### src/rtl/wb_reg_slave.sv
// Wishbone classic-cycle slave register bank with programmable wait states,
// byte-select writes, a read-only ID word and error termination.
module wb_reg_slave #(
    parameter int                ADDR_W      = 10,
    parameter int                DATA_W      = 32,
    parameter int                SEL_W       = 4,
    parameter int                NUM_REGS    = 16,
    parameter logic [ADDR_W-1:0] ID_ADDR     = 10'h3FF,
    parameter logic [DATA_W-1:0] ID_VALUE    = 32'hE7A0_0001,
    parameter int                WAIT_CYCLES = 1
) (
    input  logic              wb_clk_i,
    input  logic              wb_rst_i,
    input  logic [ADDR_W-1:0] wb_adr_i,
    input  logic [DATA_W-1:0] wb_dat_i,
    output logic [DATA_W-1:0] wb_dat_o,
    input  logic [SEL_W-1:0]  wb_sel_i,
    input  logic              wb_we_i,
    input  logic              wb_cyc_i,
    input  logic              wb_stb_i,
    output logic              wb_ack_o,
    output logic              wb_err_o,
    output logic [DATA_W-1:0] ctrl_o
);

    localparam int         IDX_W     = (NUM_REGS > 1) ? $clog2(NUM_REGS) : 1;
    localparam logic [3:0] WAIT_INIT = 4'(WAIT_CYCLES);

    typedef enum logic [1:0] {
        S_IDLE,
        S_WAIT,
        S_TERM
    } state_t;

    state_t              state_q, state_d;
    logic [3:0]          cnt_q, cnt_d;

    logic [ADDR_W-1:0]   adr_q;
    logic [DATA_W-1:0]   dat_q;
    logic [SEL_W-1:0]    sel_q;
    logic                we_q;

    logic [DATA_W-1:0]   regs [NUM_REGS];

    logic                ack_q, err_q;
    logic [DATA_W-1:0]   rdat_q;

    logic                req;
    logic [ADDR_W-1:0]   txn_adr;
    logic [DATA_W-1:0]   txn_dat;
    logic [SEL_W-1:0]    txn_sel;
    logic                txn_we;
    logic                txn_hit;
    logic                txn_id;
    logic [IDX_W-1:0]    txn_idx;
    logic                commit;

    logic                resp_ack, resp_err;
    logic [DATA_W-1:0]   resp_dat;

    // The response flops are still high in the cycle the master sees the
    // termination, so a strobe held through that cycle is not a new request.
    assign req = wb_cyc_i & wb_stb_i & ~ack_q & ~err_q;

    // With zero wait states the commit edge is the sampling edge itself, so
    // the live bus is used in IDLE and the latched copy everywhere else.
    always_comb begin
        if (state_q == S_IDLE) begin
            txn_adr = wb_adr_i;
            txn_dat = wb_dat_i;
            txn_sel = wb_sel_i;
            txn_we  = wb_we_i;
        end else begin
            txn_adr = adr_q;
            txn_dat = dat_q;
            txn_sel = sel_q;
            txn_we  = we_q;
        end
    end

    assign txn_hit = 32'(txn_adr) < 32'(NUM_REGS);
    assign txn_id  = (txn_adr == ID_ADDR);
    assign txn_idx = txn_adr[IDX_W-1:0];

    // NOTE: every signal written in a combinational block gets a default on
    // entry, otherwise any path that skips an assignment infers a latch.
    always_comb begin
        state_d = state_q;
        cnt_d   = cnt_q;
        case (state_q)
            S_IDLE: begin
                if (req) begin
                    cnt_d   = WAIT_INIT;
                    state_d = (WAIT_CYCLES == 0) ? S_TERM : S_WAIT;
                end
            end
            S_WAIT: begin
                cnt_d = cnt_q - 4'd1;
                if (!(wb_cyc_i && wb_stb_i)) begin
                    state_d = S_IDLE;
                end else if (cnt_q == 4'd1) begin
                    state_d = S_TERM;
                end
            end
            S_TERM:  state_d = S_IDLE;
            default: state_d = S_IDLE;
        endcase
    end

    assign commit = (state_d == S_TERM) && (state_q != S_TERM) && txn_we && txn_hit;

    always_comb begin
        resp_ack = 1'b0;
        resp_err = 1'b0;
        resp_dat = '0;
        if (state_q == S_TERM) begin
            if (txn_hit) begin
                resp_ack = 1'b1;
                if (!txn_we) resp_dat = regs[txn_idx];
            end else if (txn_id && !txn_we) begin
                resp_ack = 1'b1;
                resp_dat = ID_VALUE;
            end else begin
                resp_err = 1'b1;
            end
        end
    end

    // NOTE: sequential state is updated only with non-blocking assignments so
    // every flop samples the values from before the edge.
    always_ff @(posedge wb_clk_i or posedge wb_rst_i) begin
        if (wb_rst_i) begin
            state_q <= S_IDLE;
            cnt_q   <= '0;
            adr_q   <= '0;
            dat_q   <= '0;
            sel_q   <= '0;
            we_q    <= 1'b0;
            ack_q   <= 1'b0;
            err_q   <= 1'b0;
            rdat_q  <= '0;
        end else begin
            state_q <= state_d;
            cnt_q   <= cnt_d;
            if (state_q == S_IDLE && req) begin
                adr_q <= wb_adr_i;
                dat_q <= wb_dat_i;
                sel_q <= wb_sel_i;
                we_q  <= wb_we_i;
            end
            ack_q  <= resp_ack;
            err_q  <= resp_err;
            rdat_q <= resp_dat;
        end
    end

    // NOTE: this register array is reset because the bank must read back as
    // zero after reset; a true RAM would be left unreset.
    always_ff @(posedge wb_clk_i or posedge wb_rst_i) begin
        if (wb_rst_i) begin
            for (int i = 0; i < NUM_REGS; i++) regs[i] <= '0;
        end else if (commit) begin
            for (int k = 0; k < SEL_W; k++) begin
                if (txn_sel[k]) regs[txn_idx][8*k +: 8] <= txn_dat[8*k +: 8];
            end
        end
    end

    assign wb_ack_o = ack_q;
    assign wb_err_o = err_q;
    assign wb_dat_o = rdat_q;
    assign ctrl_o   = regs[0];

endmodule

### config.mk
export PLATFORM = sky130hd
export DESIGN_NAME = wb_reg_slave
export DESIGN_NICKNAME = d
export VERILOG_FILES = /design/src/rtl/wb_reg_slave.sv
export SDC_FILE = /design/constraint.sdc
export NUM_CORES = 1
export LEC_CHECK = 0
export ABC_AREA = 1
export ABC_CLOCK_PERIOD_IN_PS = 17000
export BUFFER_PORTS_ARGS = -buffer_cell sky130_fd_sc_hd__clkbuf_2
export CAP_MARGIN = 20
export CELL_PAD_IN_SITES_DETAIL_PLACEMENT = 1
export CELL_PAD_IN_SITES_GLOBAL_PLACEMENT = 2
export CORE_MARGIN = 2
export CORE_UTILIZATION = 34
export DETAILED_ROUTE_END_ITERATION = 7
export GPL_ROUTABILITY_DRIVEN = 1
export GPL_TIMING_DRIVEN = 0
export PLACE_DENSITY_LB_ADDON = 0.1
export REMOVE_ABC_BUFFERS = 1
export SYNTH_ARGS = -nofsm -noshare
export SYNTH_HDL_FRONTEND = slang
export SYNTH_SLANG_ARGS = --single-unit
### constraint.sdc
create_clock -name wb_clk_i -period 17 [get_ports wb_clk_i]
set_input_delay 0.85 -clock wb_clk_i [delete_from_list [all_inputs] [get_ports wb_clk_i]]
set_output_delay 0.85 -clock wb_clk_i [all_outputs]
set_load 0.005 [all_outputs]
After elaboration in Yosys (flattened, before gate mapping)
Index checks and enable logic that the tools add are counted.

word-level totals
  register bits after elaboration = 599
  word-level logic and storage cells = 95
  memories = 0
  output and inout bits = 66
  bits in latches = 0
  ROM bits = 0
  input port bits = 51
  memory bits (writable) = 0

cells by class
  bitwise logic cells = 6
  reduce and logical (&&, ||, !) cells = 11
  muxes and demuxes = 42
  eq/ne operators = 7
  multiply operators = 0
  magnitude comparators = 3
  $add $sub $neg = 1
  shifts and indexed selects = 0
  div/mod/pow operators = 0

operator list
  cell                                                  count
  2-to-1 mux 512 bit                                    7
  bitwise mux 512 bit                                   4
  demux 32 bit (select 4 bit)                           4
  2-to-1 mux 32 bit                                     8
  binary-select mux 32 bit (select 4 bit)               1
  2-to-1 mux 24 bit                                     1
  2-to-1 mux 16 bit                                     1
  equality test 10 bit (second input constant)          1
  < comparator 10 x 5 -> 1 bit (second input constant)  1
  2-to-1 mux 10 bit                                     1
  2-to-1 mux 4 bit                                      2
  2-to-1 mux 8 bit                                      1
  case mux 4 bit (2 select lines)                       1
  logical AND 1 bit                                     7
  2-to-1 mux 1 bit                                      7
  2-to-1 mux 2 bit                                      3
  >= comparator 5 bit (second input constant)           1
  < comparator 5 x 1 -> 1 bit (second input constant)   1
  inverter 4 -> 5 bit                                   1
  equality test 2 bit (second input constant)           2
  equality test 4 x 1 -> 1 bit (second input constant)  1
  inequality test 2 bit (second input constant)         2
  case mux 2 bit (2 select lines)                       1
  subtractor 4 x 1 -> 4 bit (second input constant)     1
  7 further kinds                                       10

Depth between registers and ports, before layout
  depth in word-level cells = 18
  mapped depth = 16
  depth with buffers taken out = 13

Worst setup path after synthesis
No wires, ideal clock.

  kind = input -> register
  from = input wb_adr_i[4]
  to = register regs[256] in the netlist's numbering
  stages on the path = 11
  data required time = 16.871 ns
  slack = 14.669 ns
  arrival time = 2.201 ns
  cells stage by stage = o21ai_0 nand2_1 nor2_2 nand2_2 inv_2 buf_6 buf_12 nand3_2 buf_2 nand2_1 o21ai_1

on the way
  cells in the longest elaborated chain, start to end = 3

ends and longest elaborated chain
  what                           RTL line  source
  start, declared                14        input logic [ADDR_W-1:0] wb_adr_i,
  2-to-1 mux 10 bit              68        if (state_q == S_IDLE) begin
  < comparator 10 x 5 -> 1 bit   81        assign txn_hit = 32'(txn_adr) < 32'(NUM_REGS);
  logical AND 1 bit              110       assign commit = (state_d == S_TERM) && (state_q != S_TERM) && txn_we && txn_hit;
  end signal, assigned by index  164       if (txn_sel[k]) regs[txn_idx][8*k +: 8] <= txn_dat[8*k +: 8];
  end, declared                  43        logic [DATA_W-1:0] regs [NUM_REGS];

Every way passes these cells.
A chain may end at the register's enable or synchronous reset.

Worst setup path in the final report
  from = register state_q[0]
  to = register regs[46] in the netlist's numbering

on the way
  cells in the longest elaborated chain, start to end = 15
  elaborated cells between the ends (all ways) = 36

ends and longest elaborated chain
  what                                                                            RTL line  source
  start, declared                                                                 35        state_t state_q, state_d;
  start signal, assigned                                                          143       state_q <= state_d;
  logical NOT 2 bit                                                               68, 90
  2-to-1 mux 10 bit                                                               68
  inverter 4 -> 5 bit (not written as such)                                       164
  >= comparator 5 bit (not written as such) (tied with other cells)               164
  logical AND 1 bit (not written as such) or bitwise mux 512 bit (tied branches)  164
  2-to-1 mux 16 bit (not written as such) or 2-to-1 mux 512 bit (tied branches)   164
  demux 32 bit (select 4 bit) or 2-to-1 mux 512 bit (tied branches)               164, 162
  bitwise mux 512 bit                                                             164
  2-to-1 mux 512 bit                                                              164
  2-to-1 mux 512 bit                                                              162       end else if (commit) begin
  bitwise mux 512 bit                                                             164
  2-to-1 mux 512 bit                                                              164
  2-to-1 mux 512 bit                                                              162
  bitwise mux 512 bit                                                             164
  2-to-1 mux 512 bit                                                              164

Several ways; a longest one is shown, not always the timed one. The select of a mux whose other input is x is not followed.

==> impl_metrics.ini <==
[clocking]
clock_sinks = 599
cts_setup_buffers = 0
tritoncts = yes
htreeDepth = 3
cts.clk_slew.worst_paths_ps = 60
clockRootBuffer = clkbuf_16
clockBufferDepth = 3
cts_resized = 0
clkLatencyLatePin_ps = 620
cts_buffers = 73
hold_buffers = 0

[route]
dr.first_iter.drc_count = 1212
dr.pass1.iters = 5
wire_per_inst_um = 20.58
ant_nets = 0
vias = 22090
routed_wl_mm = 89.24
drc = 0
vias_per_cell = 5.094

[place]
routabilityCongestion = 0.7443
dp_cells = 4212
place_area_um2 = 28870
hpwlAfterDp_mm = 56.44
portBuffers = 116
post-place-ws_ps = 11410

[synth]
yosys_register_bits = 599
syn_inst = 3235
synth_top_area_cell = dfrtp_1
synth.most_common_cell = nand2_1
synth.area.top_cells = dfrtp_1, nand2_1, o21ai_0, inv_1, o22ai_1
ys_warn_count = 0
syn_avg_cell_area_um2 = 8.445
synth-seq-area-share_pct = 54.87
yosysUniqueCellTypes = 35
async_flop_share_pct = 100.0
synthFlopType = dfrtp_1
syn-cell-area_um2 = 27320
synth-edff-count = 0
synth_common_cells = nand2_1, dfrtp_1, o21ai_0
netlist.area_leader.share_pct = 54.87

[floorplanning]
start_util_pct = 34.47
die_area_um2 = 82630
die_w_um = 287.5
ios = 117
rows = 103
core-area_um2 = 79260
die_h_um = 287.5

[cells_and_area]
syn_to_final_growth_pct = 14.41
post_layout_nonfiller_instances = 4337
num_antenna_cells = 0
n_fill_cell = 9190
drive_gt1_share_pct = 14.15
finalInstanceArea_um2 = 31260
nets = 3290
final_util_pct = 39.43

[setup_path]
cp_max_fo = 96
start_kind = register
cpMostUsedCell = nand2_2
crit_path_end_kind = register
critPathMaxStageDelay_ps = 980
cp_slowest_cell = nand2_2
cp_data_arrival_time_ps = 6070
cp.required_ps = 17510
cp_cell_sequence = nor2_4 -> nand2_2 -> nand2_2 -> nand2_8 -> nor2_1 -> nand3_1 -> o21ai_0
criticalPathCategory = register to register

[sta]
hold_viol = 0
worst_pin_slew_ps = 1101
fin_ws_ps = 11440
period_needed_ps = 5557
slew_headroom_pct = 26.31
finClkSkew_ps = 18.80
setup_violations = 0
fmax_ghz = 0.1799
slew_viol_final = 0
rsz0062_at_grt = no
fin_crit_sh_pct = 32.69

[grt]
grt-ovfl-total = 0
track_usage_pct = 21.93
antenna_found_initial = 0
grt_max_degree = 126
grt_pass1_wl_mm = 139.8
grt_pass1_vias = 23610

[outcome]
status = complete, no violations

[flow_run]
maxCapViolCount = 0

[power_and_ir_drop]
vdd_drop_max_mv = 0.06758
powerDensity_nw_per_um2 = 120.5
p_leak_nw = 14.48

[hold_path]
hp-class = primary input to asynchronous set/reset pin
cell usage in the layout (no fill, tap or decap), types with 12 or more instances in the layout:
cell type,n
or2_2,91
o21ai_1,129
nor2_1,96
buf_4,23
nand4_1,24
nand2_1,982
o21ai_0,535
clkbuf_1,17
inv_1,188
nand3b_1,17
clkbuf_16,73
nand3_1,97
clkbuf_2,116
o211ai_1,12
o22ai_1,114
nor2_2,13
nand3_2,33
clkbuf_8,21
dfrtp_1,599
area by class of cell:
class                   instances  area, um2  share of cell area, %
multi-input cells            2196      10490                  33.57
repair buffers                166       1311                  4.195
inverters                     201      764.5                  2.446
well taps                    1050       1314                  4.203
flip-flops and latches        599      14990                  47.96
clock inverters                14      202.7                 0.6485
clock buffers                 111       2180                  6.974
routing by layer:
layer | GRT usage, % | wire length (um)
met1 | 29.58 | 42020
met3 | 2.464 | 2232
met4 | 8.294 | 3258
met5 | 0 | 0
met2 | 36.24 | 41730
report_power, final:
part	internal, mW	leakage [nW]	switching [mW]
Clock	0.929	1.16	0.629
Combinational	0.215	5.02	0.512
Sequential	1.46	8.29	0.0209
worst max-delay path, delay by kind of cell, from the launching register on:
| family | cells | cell delay (ps) |
|---|---|---|
| DFF | 1 | 440 |
| AOI/OAI and AO/OA | 1 | 390 |
| and+or+nand+nor | 6 | 4580 |
logic make-up (layout without fill, tap and decap cells):
kind of cell	after synthesis	after routing	share of synthesized area, %
AO/OA/AOI/OAI	804	804	15.40
adder cells (fa/ha/maj)	2	2	0.09159
buffers and inverters	440	492	7.081
flip-flops	599	599	54.87
AND/OR/NAND/NOR	1390	1390	22.56
metrics by stage:
stage | setup TNS, ps | power (mW) | hold slack (ps)
after detailed placement | 0 | 2.243 | 465.0
after floorplan | -369310 | 1.919 | 444.4
after global routing | 0 | 3.946 | 206.3
after global placement | -4613400 | 2.190 | 458.3
final | 0 | 3.765 | 210.3
after CTS | 0 | 3.817 | 189.9
sequential cells by signal (all words and copies together) (netlist names):
signal and cells:
wb_dat_o 32, regs 480, we_q 1, ctrl_o 32, state_q 2, adr_q 10
sel_q 4, cnt_q 4, wb_ack_o 1, dat_q 32, wb_err_o 1
final timing paths:
| kind | start | end | slack (ps) | cells past startpoint |
|---|---|---|---|---|
| worst max register to register | state_q[0] | regs[46] | 11440 | 7 |
| worst min register to register | regs[328] | regs[328] | 480 | 2 |
| worst max-delay path | state_q[0] | regs[46] | 11440 | 7 |
| max in group asynchronous | wb_rst_i | wb_dat_o[25] | 15300 | 4 |
| min in group wb_clk_i | wb_adr_i[9] | adr_q[9] | 470 | 3 |
| worst min-delay path | wb_rst_i | regs[461] | 210 | 2 |
Note: power is estimated with default switching activity, not from simulation.
